## config.mk

```make
export PLATFORM = sky130hd
export DESIGN_NAME = acc_alu_seq
export DESIGN_NICKNAME = d
export VERILOG_FILES = /design/src/rtl/acc_alu_pkg.sv /design/src/rtl/acc_alu_core.sv /design/src/rtl/acc_alu_seq.sv
export SDC_FILE = /design/constraint.sdc
export NUM_CORES = 1
export LEC_CHECK = 0
export CAP_MARGIN = 0
export CORE_ASPECT_RATIO = 1.5
export CORE_UTILIZATION = 54
export DETAILED_ROUTE_END_ITERATION = 7
export GPL_TIMING_DRIVEN = 0
export HOLD_SLACK_MARGIN = 0.06
export PLACE_DENSITY = 0.85
export SYNTH_ARGS = -nofsm -noshare
export SYNTH_HDL_FRONTEND = slang
export SYNTH_SLANG_ARGS = --single-unit
```

## constraint.sdc

```tcl
create_clock -name clk -period 3.64 [get_ports clk]
set_input_delay 0.91 -clock clk [delete_from_list [all_inputs] [get_ports clk]]
set_output_delay 0.91 -clock clk [all_outputs]
set_load 0.03 [all_outputs]
```

## src/rtl/acc_alu_pkg.sv

```systemverilog
// Shared opcode and sequencer-state encodings for the accumulator/ALU datapath.
package acc_alu_pkg;

    localparam logic [2:0] OP_PASS = 3'b000;
    localparam logic [2:0] OP_SUB  = 3'b001;
    localparam logic [2:0] OP_LOAD = 3'b010;
    localparam logic [2:0] OP_ADD  = 3'b011;
    localparam logic [2:0] OP_NAND = 3'b100;
    localparam logic [2:0] OP_SHL  = 3'b101;
    localparam logic [2:0] OP_SHR  = 3'b110;
    localparam logic [2:0] OP_MUL  = 3'b111;

    localparam logic [0:0] ST_IDLE = 1'b0;
    localparam logic [0:0] ST_MUL  = 1'b1;

endpackage

```

## src/rtl/acc_alu_core.sv

```systemverilog
// Single-cycle combinational ALU: every op except MUL, which the sequencer iterates.
module acc_alu_core
    import acc_alu_pkg::*;
#(
    parameter int WIDTH = 4
) (
    input  logic [2:0]       F,
    input  logic [WIDTH-1:0] acc,
    input  logic [WIDTH-1:0] oprnd,
    output logic [WIDTH-1:0] y,
    output logic             carry
);

    logic [WIDTH:0] w_sum;
    logic [WIDTH:0] w_diff;

    // The extra top bit holds carry-out for ADD and borrow for SUB.
    assign w_sum  = {1'b0, acc} + {1'b0, oprnd};
    assign w_diff = {1'b0, acc} - {1'b0, oprnd};

    always_comb begin
        y     = '0;
        carry = 1'b0;
        case (F)
            OP_PASS: y = acc;
            OP_SUB: begin
                y     = w_diff[WIDTH-1:0];
                carry = w_diff[WIDTH];
            end
            OP_LOAD: y = oprnd;
            OP_ADD: begin
                y     = w_sum[WIDTH-1:0];
                carry = w_sum[WIDTH];
            end
            OP_NAND: y = ~(acc & oprnd);
            OP_SHL: begin
                y     = {acc[WIDTH-2:0], 1'b0};
                carry = acc[WIDTH-1];
            end
            OP_SHR: begin
                y     = {1'b0, acc[WIDTH-1:1]};
                carry = acc[0];
            end
            default: begin
                y     = '0;
                carry = 1'b0;
            end
        endcase
    end

endmodule

```

## src/rtl/acc_alu_seq.sv

```systemverilog
// Accumulator/ALU with valid/ready operand intake and a WIDTH-step shift-add multiplier.
// state   | meaning
// ST_IDLE | accepting operands; non-MUL ops complete on the accepting edge
// ST_MUL  | one shift-add step per edge until the step counter hits 0
module acc_alu_seq
    import acc_alu_pkg::*;
#(
    parameter int WIDTH = 4
) (
    input  logic             clk,
    input  logic             resetA,
    input  logic             in_valid,
    output logic             in_ready,
    input  logic [2:0]       F,
    input  logic [WIDTH-1:0] OPRND,
    input  logic             acc_we,
    output logic [WIDTH-1:0] result,
    output logic             out_valid,
    output logic [WIDTH-1:0] ACU,
    output logic             CARRY,
    output logic             ZERO,
    output logic             busy
);

    localparam int CNT_W = $clog2(WIDTH + 1);

    logic [0:0]         r_state;
    logic [CNT_W-1:0]   r_cnt;
    logic [2*WIDTH-1:0] r_mcand;
    logic [WIDTH-1:0]   r_mplier;
    logic [2*WIDTH-1:0] r_prod;
    logic               r_we;
    logic [WIDTH-1:0]   r_acc;
    logic [WIDTH-1:0]   r_result;
    logic               r_carry;
    logic               r_zero;
    logic               r_out_valid;

    logic [WIDTH-1:0]   w_y;
    logic               w_c;
    logic [2*WIDTH-1:0] w_prod_next;
    logic               w_last;

    acc_alu_core #(.WIDTH(WIDTH)) u_core (
        .F     (F),
        .acc   (r_acc),
        .oprnd (OPRND),
        .y     (w_y),
        .carry (w_c)
    );

    assign w_prod_next = r_prod + (r_mplier[0] ? r_mcand : '0);
    // Counter is about to reach terminal count on this edge.
    assign w_last      = (r_cnt == CNT_W'(1));

    always_ff @(posedge clk or negedge resetA) begin
        if (!resetA) begin
            r_state     <= ST_IDLE;
            r_cnt       <= '0;
            r_mcand     <= '0;
            r_mplier    <= '0;
            r_prod      <= '0;
            r_we        <= 1'b0;
            r_acc       <= '0;
            r_result    <= '0;
            r_carry     <= 1'b0;
            r_zero      <= 1'b0;
            r_out_valid <= 1'b0;
        end else begin
            r_out_valid <= 1'b0;
            case (r_state)
                ST_IDLE: begin
                    if (in_valid) begin
                        if (F == OP_MUL) begin
                            r_mcand  <= {{WIDTH{1'b0}}, r_acc};
                            r_mplier <= OPRND;
                            r_prod   <= '0;
                            r_we     <= acc_we;
                            r_cnt    <= CNT_W'(WIDTH);
                            r_state  <= ST_MUL;
                        end else begin
                            r_result    <= w_y;
                            r_carry     <= w_c;
                            r_zero      <= (w_y == '0);
                            r_out_valid <= 1'b1;
                            if (acc_we) r_acc <= w_y;
                        end
                    end
                end
                default: begin
                    r_prod   <= w_prod_next;
                    r_mcand  <= r_mcand << 1;
                    r_mplier <= r_mplier >> 1;
                    r_cnt    <= r_cnt - CNT_W'(1);
                    if (w_last) begin
                        // Low half is the result; any set bit in the high half is overflow.
                        r_result    <= w_prod_next[WIDTH-1:0];
                        r_carry     <= |w_prod_next[2*WIDTH-1:WIDTH];
                        r_zero      <= (w_prod_next[WIDTH-1:0] == '0);
                        r_out_valid <= 1'b1;
                        r_state     <= ST_IDLE;
                        if (r_we) r_acc <= w_prod_next[WIDTH-1:0];
                    end
                end
            endcase
        end
    end

    assign in_ready  = (r_state == ST_IDLE) & resetA;
    assign busy      = (r_state == ST_MUL);
    assign result    = r_result;
    assign out_valid = r_out_valid;
    assign ACU       = r_acc;
    assign CARRY     = r_carry;
    assign ZERO      = r_zero;

endmodule

```

### Word level (Yosys, flattened, before mapping)

Index checks and enable logic that the tools add are counted.

| word-level totals | value |
|---|---|
| output and inout bits | 13 |
| logic and storage cells | 82 |
| register bits | 36 |
| bits of input ports | 11 |

| operators by class | value |
|---|---|
| eq/ne operators | 11 |
| bitwise gates (word level) | 4 |
| multiplexer cells | 41 |
| add/subtract/negate cells | 4 |
| reduce and logical (&&, ||, !) cells | 11 |

Operators by type and width:

| kind | number |
|---|---|
| $mux 8 | 7 |
| $mux 4 | 13 |
| $pmux 4 s7 | 1 |
| $mux 1 | 16 |
| $eq 3x3->1 const B | 4 |
| $mux 3 | 3 |
| $add 8x8->8 | 1 |
| $logic_not 4->1 | 2 |
| $eq 3x1->1 const B | 2 |
| $eq 3x2->1 const B | 2 |
| $reduce_and 3->1 | 2 |
| $reduce_bool 2->1 | 3 |
| $add 4x4->5 | 1 |
| $reduce_and 5->1 | 1 |
| $sub 4x4->5 | 1 |
| $and 4x4->4 | 1 |
| $ne 2x1->1 const B | 2 |
| $not 4->4 | 1 |
| $pmux 1 s4 | 1 |
| $reduce_or 4->1 | 1 |
| $logic_not 3->1 | 1 |
| $sub 3x1->3 const B | 1 |
| $ne 2x2->1 const B | 1 |
| $reduce_and 2->1 | 1 |
| other kinds (2) | 2 |

### Longest topological paths before layout

Gate-level depths: netlist of the first run.

| depth | value |
|---|---|
| depth in word-level cells | 7 |
| gate-level depth with buffers | 8 |
| gate-level depth less buffers | 8 |

### By module

From an unflattened synthesis of the first run, not the netlist that was laid out.

| unflattened totals | value |
|---|---|
| cell total of the unflattened synthesis | 268 |
| area, all modules | 2477.4 µm² |

By module, submodules not included:

| module | area an instance (µm²) | cells each | sequential area each (µm²) | times used |
|---|---|---|---|---|
| acc_alu_seq | 1950.6 | 196 | 900.9 | 1 |
| acc_alu_core | 526.8 | 72 | 0.0 | 1 |

### Worst setup path after synthesis of the first run

No wires, ideal clock.

| path | value |
|---|---|
| kind | input port to flip-flop |
| start | in OPRND[0] |
| end | reg r_zero (netlist: ZERO) |
| slack | 0.975 ns |
| cell stages on the path | 6 |
| data arrival time | 2.539 ns |
| setup time | 0.126 ns |
| path buffers | 0 |
| data required time | 3.514 ns |
| path through | ha_1 -> fa_1 -> mux4_1 -> o211ai_1 -> nor4_1 -> a221o_1 |

| between the ends | value |
|---|---|
| word-level cells in the longest chain between the ends | 7 |
| elaborated cells on any way between the ends | 9 |
| classes of those cells | 2 x add/sub; 4 x mux; 2 x bitwise; 1 x reduce/logical |

Ends and longest elaborated chain:

| item | line | RTL |
|---|---|---|
| start, declared | acc_alu_seq.sv:15 | `input logic [WIDTH-1:0] OPRND,` |
| branches (longest 2 deep; another with $add 4x4->5) | - |  |
| $pmux 4 s7 * | acc_alu_core.sv:24 | `case (F)` |
| $logic_not 4->1 * | acc_alu_seq.sv:84 | `r_zero <= (w_y == '0);` |
| $mux 1 * | acc_alu_seq.sv:74 | `if (F == OP_MUL) begin` |
| $mux 1 * | acc_alu_seq.sv:73 | `if (in_valid) begin` |
| $mux 1 * | acc_alu_seq.sv:71 | `case (r_state)` |
| end signal, assigned | acc_alu_seq.sv:84 |  |
| end signal, assigned | acc_alu_seq.sv:99 | `r_zero <= (w_prod_next[WIDTH-1:0] == '0);` |
| end, declared | acc_alu_seq.sv:36 | `logic r_zero;` |

Every way passes the cells marked *. The select of a mux whose other input is x is not followed.
A chain may end at the register's enable or synchronous reset.

### Worst setup path in the final report of the first run

| path | value |
|---|---|
| start | in resetA |
| end | out in_ready |

| between the ends | value |
|---|---|
| word-level cells in the longest chain between the ends | 1 |

Ends and longest elaborated chain:

| item | line | RTL |
|---|---|---|
| start, declared | acc_alu_seq.sv:11 | `input logic resetA,` |
| $and 1x1->1 | acc_alu_seq.sv:109 | `assign in_ready = (r_state == ST_IDLE) & resetA;` |
| end, declared | acc_alu_seq.sv:13 | `output logic in_ready,` |

Every way passes these cells.

==> Implementation_results.wiki, run 1 <==
{| class="wikitable"
! Metric !! Value
|-
| Antenna diode count || 0
|-
| Non-filler cells, final || 352
|-
| CP Launch Type || input port
|-
| Number of global-route vias before repair || 2282
|-
| Antenna violations before repair || 0
|-
| Post-route fraction of the period consumed by the critical path || 92.3%
|-
| Simple-gate portion of the synthesized area || 21.6%
|-
| Mean number of vias per cell || 6.31
|-
| Overall overflow remaining after global route || 0
|-
| Share of synthesized area occupied by flip-flops and latches || 35.7%
|-
| First-pass GRT wire length || 10700 um
|-
| Share of flip-flops with an asynchronous set or reset after synthesis || 100%
|-
| Synthesized area || 0.00252 mm2
|-
| Share of power burned in combinational logic || 52.0%
|-
| Data arrival time at the worst-slack endpoint || 2.45 ns
|-
| Endpoint of the worst register-to-register path || ZERO
|-
| Clock-pin slew of the registers on the worst-case setup and hold paths || 0.07 ns
|-
| # nets final || 334
|-
| Number of remaining DRC errors || 1
|-
| Maximum number of pins on one net before global-route repair || 38
|-
| Fraction of synthesized cell area in xor and xnor cells || 2.43%
|-
| Mux cell area share after synthesis || 8.28%
|-
| Reg2reg start || ACU[0]
|-
| Per-instance average area after synthesis || 9.25 um2
|-
| Total of cells resized after clock tree synthesis || 0
|-
| Die Y-Extent || 85.7 um
|-
| Number of library cell types mapped by synthesis || 58
|-
| Worst clock skew on the final layout || 0.0104 ns
|-
| Largest family of logic cells by synthesized area || simple AND/OR/NAND/NOR gates
|-
| Cell accounting for the most synthesized area || dfrtp_1
|-
| Antenna Nets Post-Route || 0
|-
| Post-synth EDFFs || 0
|-
| Buffer type at the clock tree root || clkbuf_8
|-
| Yosys warning count || 0
|-
| Maximum fanout along the worst path || 37
|-
| Prevailing post-synth register cell || dfrtp_1
|-
| Half-perimeter wire length after detailed placement || 4650 um
|-
| Hold violation total from the final report || 0
|-
| Switching share of power || 43.5%
|-
| Clk_lat worst skew || 0.30 ns
|-
| Maximum frequency from static timing analysis || 298 MHz
|-
| Full die area || 0.00496 mm2
|-
| Post-route cell area || 0.00292 mm2
|-
| Depth of the most critical reg-to-reg path || 7
|-
| Routability congestion estimate || 0.909
|-
| Max Cap Viol || 0
|-
| Layout area overhead || 15.7%
|-
| Area share of the leading cell type in the synthesized netlist || 35.7%
|-
| P_sw || 0.967 mW
|-
| Std-Cell Core Area || 0.00450 mm2
|-
| Synth Area in Compound Gates || 16.4%
|-
| CTS Hold Bufs || 0
|-
| Critical path data required time || 2.73 ns
|-
| Post-DR wirelength/cell || 18.1 um
|-
| Number of vias after detailed routing || 2221
|-
| Largest buffer count on any clock path || 2
|-
| H-Tree Level Count || 2
|-
| Category of the most critical setup path || input port to output port
|-
| Hold Path Depth || 2
|-
| Hold path start || r_mplier[1]
|-
| Cell Count Post-Placement || 344
|-
| Number of buffers created by CTS || 5
|-
| Outcome || complete, but fails checks
|-
| First-pass detailed-route iteration total || 8
|-
| Peak supply drop || 0.414 mV
|-
| Total number of placement rows || 30
|-
| PwrDens || 760 mW/mm2
|-
| Violated checks || design-rule violations
|-
| Power, Total || 2.22 mW
|-
| Worst slew pin tran || 0.832 ns
|-
| Setup-violating endpoint count in the final report || 0
|-
| Slew margin rel. || 44.5%
|-
| Min-Delay Path Class || flop to flop
|-
| Register-to-register setup slack || 1.14 ns
|-
| TritonCTS clock tree || done
|-
| Dominant cells by area after synthesis || dfrtp_1 36%, ha_1 8.4%, nand2_1 5.1%
|-
| Most common cell after layout, fill and taps aside || dfrtp_1
|-
| Leakage dissipation || 1.34 nW
|-
| Area of placed instances || 0.00281 mm2
|-
| Effective utilization at floorplan || 56.1%
|-
| Register share of total power || 31.8%
|-
| Internal power contribution || 1.25 mW
|-
| End of the worst hold path || r_mplier[0]
|-
| IO Port Bufs || 23
|-
| RSZ-0062 raised after global routing || no
|-
| Post-Synthesis Net Count || 304
|-
| Number of pins with negative max-slew slack in the final report || 0
|-
| Fraction of power consumed by the clock network || 16.2%
|-
| Fraction of final layout cells sized beyond drive strength 1 || 10.5%
|-
| Initial DRC Count || 93
|-
| Count of state elements after synthesis || 36
|-
| Chip width || 57.8 um
|-
| Post-route minimum period || 3.36 ns
|-
| Post-CTS Setup Inserts || 0
|-
| # IOs || 24
|-
| Clock Sinks || 36
|-
| GRT Total Usage || 28.3%
|-
| WL final || 6360 um
|-
| Post-synthesis adder-cell area fraction || 10.8%
|-
| Setup crit end kind || output port
|-
| Highest-count cells in the layout ignoring fill and taps || 36 x dfrtp_1, 34 x nand2_1, 22 x clkdlybuf4s50_1, 21 x o21ai_0
|-
| Post-synthesis instance total || 273
|}
worst max-delay path: stages:
cell	delay (ns)
buf_2	0.63
nor2b_1	0.21
clkdlybuf4s50_1	0.68
synthesized netlist by cell type, drive strengths merged (2+ instances only):
master	instances
a211oi	4
a21boi	2
a21o	2
a21oi	13
a22oi	3
a31oi	3
a41oi	2
and2	11
and2b	2
and3b	2
buf	7
clkbuf	6
dfrtp	36
fa	3
ha	17
inv	10
mux2	12
mux2i	4
nand2	34
nand2b	3
nand3	6
nand3b	5
nor2	18
nor2b	7
nor3	3
nor3b	2
nor4	2
nor4b	2
o211ai	3
o21ai	23
o21bai	2
o311a	2
or4	2
xnor2	4
xor2	3
worst max path at each step:
stage | from | to | slack (ns)
after floorplan | OPRND[0] | ZERO | 0.97
after global placement | resetA | in_ready | -0.73
after detailed placement | resetA | in_ready | 0.23
after CTS | resetA | in_ready | 0.23
after global routing | resetA | in_ready | 0.12
final | resetA | in_ready | 0.28
kinds of logic after synthesis:
| logic type | after synthesis |
|---|---|
| compound gates | 65 |
| xor+xnor | 7 |
| fa+ha+maj | 20 |
| buf+inv | 24 |
| flops | 36 |
| mux | 17 |
| simple gates | 104 |
sequential cells by signal, summed over array words and instances (netlist names):
signal	count
out_valid	1
r_we	1
ACU	4
r_prod	8
result	4
r_cnt	3
r_mcand	8
r_mplier	4
CARRY	1
ZERO	1
busy	1
area by class of cell:
cell class,count,area (um2)
plain buffers,13,80.1
repair buffers,23,225
inverters,11,41.3
well taps,48,60.1
clock buffers,5,68.8
fillers,397,1580
clock inverters,3,42.5
flip-flops and latches,36,901
multi-input cells,213,1500
layer usage:
metal / part of all wire [%] / vias up / wire [um] / global-route usage, %
li1: - / 1030 / - / -
met1: 40 / 1090 / 2520 / 33.1
met2: 52 / 73 / 3310 / 48.3
met3: 3.4 / 28 / 215 / 3.62
met4: 4.9 / 0 / 310 / 17.1
met5: 0 / - / 0 / 0
metrics by stage:
stage / setup TNS [ns] / utilization, % / setup slack, ns / hold slack (ns)
2_1_floorplan: 0 / - / 0.975 / 0.452
3_3_place_gp: -0.726 / 62.5 / -0.726 / 0.463
3_5_place_dp: 0 / 62.4 / 0.235 / 0.476
4_1_cts: 0 / 64.9 / 0.235 / 0.492
5_1_grt: 0 / 64.9 / 0.120 / 0.531
6_report: 0 / 64.9 / 0.279 / 0.489
power by group through the flow:
stage	Sequential [mW]	Clock (mW)	Combinational [mW]
2_1_floorplan	0.781	0	0.681
3_3_place_gp	0.700	0	1.10
3_5_place_dp	0.709	0	1.14
4_1_cts	0.701	0.360	1.14
5_1_grt	0.724	0.375	1.26
6_report	0.707	0.360	1.15
Power figures use the tool's default switching activity.
==> run 2, diff against run 1 <==
Settings changed: CELL_PAD_IN_SITES_DETAIL_PLACEMENT from default to 0, CELL_PAD_IN_SITES_GLOBAL_PLACEMENT from default to 2, CORE_MARGIN from default to 2, CORE_UTILIZATION 54 to 39, PLACE_DENSITY 0.85 to 0.94.
==> run 2 against run 1 <==
The run now ends clean. Via count down 5.6%. Sequential power about the same. Hold slack better by 0.0025 ns. Combinational power about the same. Non-clock buffer count unchanged. Register-to-register slack better by 0.07 ns. Final cell count up 7.4%. Sequential cell count unchanged. Utilization down 17 points. Largest cell class unchanged. Largest power group unchanged. Highest routed layer unchanged.
==> Implementation_results.wiki, run 2 (synthesis results as in run 1) <==
{| class="wikitable"
! Metric !! Value
|-
| Total number of placement rows || 35 (was 30)
|-
| Outcome || finished, final reports clean (was complete, but fails checks)
|-
| Maximum frequency from static timing analysis || 298 MHz (about the same)
|-
| Hold violation total from the final report || 0 (unchanged)
|-
| Leakage dissipation || 1.35 nW (was 1.34 nW)
|-
| Post-route cell area || 0.00297 mm2 (was 0.00292 mm2)
|-
| Number of remaining DRC errors || 0 (was 1)
|-
| Setup crit end kind || output port (unchanged)
|-
| Highest-count cells in the layout ignoring fill and taps || 36 x dfrtp_1, 34 x nand2_1, 22 x clkdlybuf4s50_1, 21 x o21ai_0 (unchanged)
|-
| First-pass detailed-route iteration total || 4 (was 8)
|-
| Number of vias after detailed routing || 2096 (was 2221)
|-
| Fraction of final layout cells sized beyond drive strength 1 || 10.5% (unchanged)
|-
| Number of buffers created by CTS || 5 (unchanged)
|-
| Cell Count Post-Placement || 370 (was 344)
|-
| Post-DR wirelength/cell || 16.8 um (was 18.1 um)
|-
| Number of pins with negative max-slew slack in the final report || 0 (unchanged)
|-
| Power, Total || 2.23 mW (was 2.22 mW)
|-
| Worst slew pin tran || 0.831 ns (was 0.832 ns)
|-
| Post-route fraction of the period consumed by the critical path || 92.2% (was 92.3%)
|-
| CP Launch Type || input port (unchanged)
|-
| Reg2reg start || ACU[0] (unchanged)
|-
| WL final || 6360 um (about the same)
|-
| Hold path start || r_prod[5] (was r_mplier[1])
|-
| Total area of sequential cells || 901 um2 (unchanged)
|-
| Post-route minimum period || 3.36 ns (about the same)
|-
| Max Cap Viol || 0 (unchanged)
|-
| Worst slack after detailed placement || 0.232 ns (was 0.235 ns)
|-
| Antenna Nets Post-Route || 0 (unchanged)
|-
| Critical path data required time || 2.73 ns (about the same)
|-
| Maximum fanout along the worst path || 37 (unchanged)
|-
| Maximum number of pins on one net before global-route repair || 38 (unchanged)
|-
| Initial DRC Count || 103 (was 93)
|-
| Overall overflow remaining after global route || 0 (unchanged)
|-
| PwrDens || 751 mW/mm2 (was 760 mW/mm2)
|-
| Core Util, Final || 47.7% (was 64.9%)
|-
| IO Port Bufs || 23 (unchanged)
|-
| Clk_lat worst skew || 0.29 ns (was 0.30 ns)
|-
| Registers with the highest flip-flop counts || r_mcand x8, r_prod x8 (unchanged)
|-
| Slew margin rel. || 44.6% (was 44.5%)
|-
| Clock Sinks || 36 (unchanged)
|-
| Area of placed instances || 0.00284 mm2 (was 0.00281 mm2)
|-
| Layout area overhead || 17.6% (was 15.7%)
|-
| Std-Cell Core Area || 0.00622 mm2 (was 0.00450 mm2)
|-
| Cell with the largest stage delay on the worst path || clkdlybuf4s50_1 (unchanged)
|-
| # IOs || 24 (unchanged)
|-
| Most common cell after layout, fill and taps aside || dfrtp_1 (unchanged)
|-
| Endpoint of the worst register-to-register path || ZERO (unchanged)
|-
| First-pass GRT wire length || 10600 um (was 10700 um)
|-
| Hold Path Depth || 2 (unchanged)
|-
| Routability congestion estimate || 0.858 (was 0.909)
|-
| Mean number of vias per cell || 5.54 (was 6.31)
|-
| Min-Delay Path Class || flop to flop (unchanged)
|-
| Buffer type at the clock tree root || clkbuf_8 (unchanged)
|-
| Half-perimeter wire length after detailed placement || 4880 um (was 4650 um)
|-
| Antenna violations before repair || 0 (unchanged)
|-
| Peak supply drop || 0.345 mV (was 0.414 mV)
|-
| Combined area of the multi-input logic cells || 0.00150 mm2 (unchanged)
|-
| Post-CTS Setup Inserts || 0 (unchanged)
|-
| Die Y-Extent || 103 um (was 85.7 um)
|-
| Effective utilization at floorplan || 40.6% (was 56.1%)
|-
| H-Tree Level Count || 2 (unchanged)
|-
| Clock-pin slew of the registers on the worst-case setup and hold paths || 0.07 ns (about the same)
|-
| Depth of the most critical reg-to-reg path || 7 (unchanged)
|-
| Setup slack of the critical path after layout || 0.284 ns (was 0.279 ns)
|-
| Full die area || 0.00715 mm2 (was 0.00496 mm2)
|-
| Worst clock skew on the final layout || 0.00502 ns (was 0.0104 ns)
|-
| Final-layout setup total negative slack || 0 ns (unchanged)
|-
| Largest buffer count on any clock path || 2 (unchanged)
|-
| # nets final || 334 (unchanged)
|-
| GRT Total Usage || 19.0% (was 28.3%)
|-
| Category of the most critical setup path || input port to output port (unchanged)
|-
| Register-to-register setup slack || 1.21 ns (was 1.14 ns)
|-
| TritonCTS clock tree || done (unchanged)
|-
| Largest stage delay, worst path || 0.67 ns (was 0.68 ns)
|-
| Setup-violating endpoint count in the final report || 0 (unchanged)
|-
| Non-filler cells, final || 378 (was 352)
|-
| Total of cells resized after clock tree synthesis || 0 (unchanged)
|-
| Count of fill cells added during filler insertion || 636 (was 397)
|-
| RSZ-0062 raised after global routing || no (unchanged)
|-
| Antenna diode count || 0 (unchanged)
|-
| Number of global-route vias before repair || 2152 (was 2282)
|-
| Crit path cell chain || buf_2 -> nor2b_1 -> clkdlybuf4s50_1 (unchanged)
|-
| Chip width || 69.7 um (was 57.8 um)
|-
| Data arrival time at the worst-slack endpoint || 2.45 ns (about the same)
|-
| End of the worst hold path || r_prod[5] (was r_mplier[0])
|-
| Worst slack on hold paths || 0.492 ns (was 0.489 ns)
|-
| CTS Hold Bufs || 0 (unchanged)
|}
run 2: cell count changes in the layout (fill, tap and decap cells not counted), sizes merged:
cell / before / now
clkbuf: 11 / 13
clkinv: 2 / 1
clkinvlp: 1 / 0
run 2: final cells by class:
| cell class | instances | share of cell area, % |
|---|---|---|
| Clock buffer | 7 | 3.24 |
| Inverter | 11 | 1.39 |
| Clock inverter | 1 | 1.01 |
| Timing Repair Buffer | 23 | 7.59 |
| Multi-Input combinational cell | 213 | 50.6 |
| Sequential cell | 36 | 30.3 |
| Buffer | 13 | 2.70 |
| Tap cell | 74 | 3.12 |
run 2: power by group:
group,switching (mW),internal [mW]
Sequential,0.150,0.555
Clock,0.150,0.242
Combinational,0.640,0.494
Total,0.940,1.29
run 2: worst max path at each step:
stage | startpoint | endpoint | slack (ns) | cells past startpoint
after floorplan | OPRND[0] | ZERO | 0.97 | 6
after global routing | resetA | in_ready | 0.12 | 3
after CTS | resetA | in_ready | 0.24 | 3
final | resetA | in_ready | 0.28 | 3
after detailed placement | resetA | in_ready | 0.23 | 3
after global placement | resetA | in_ready | -0.81 | 3
run 2: critical path: cells and delay by family:
kind / cells / cell delay, ns
buffers and inverters: 2 / 1.30
and+or+nand+nor: 1 / 0.21
run 2: routing by layer:
| metal | part of all wire, % | track usage, % | wire [um] |
|---|---|---|---|
| met1 | 42 | 21.4 | 2660 |
| met2 | 52 | 35.9 | 3330 |
| met3 | 2.3 | 1.47 | 144 |
| met4 | 3.5 | 10.2 | 221 |
| met5 | 0 | 0 | 0 |
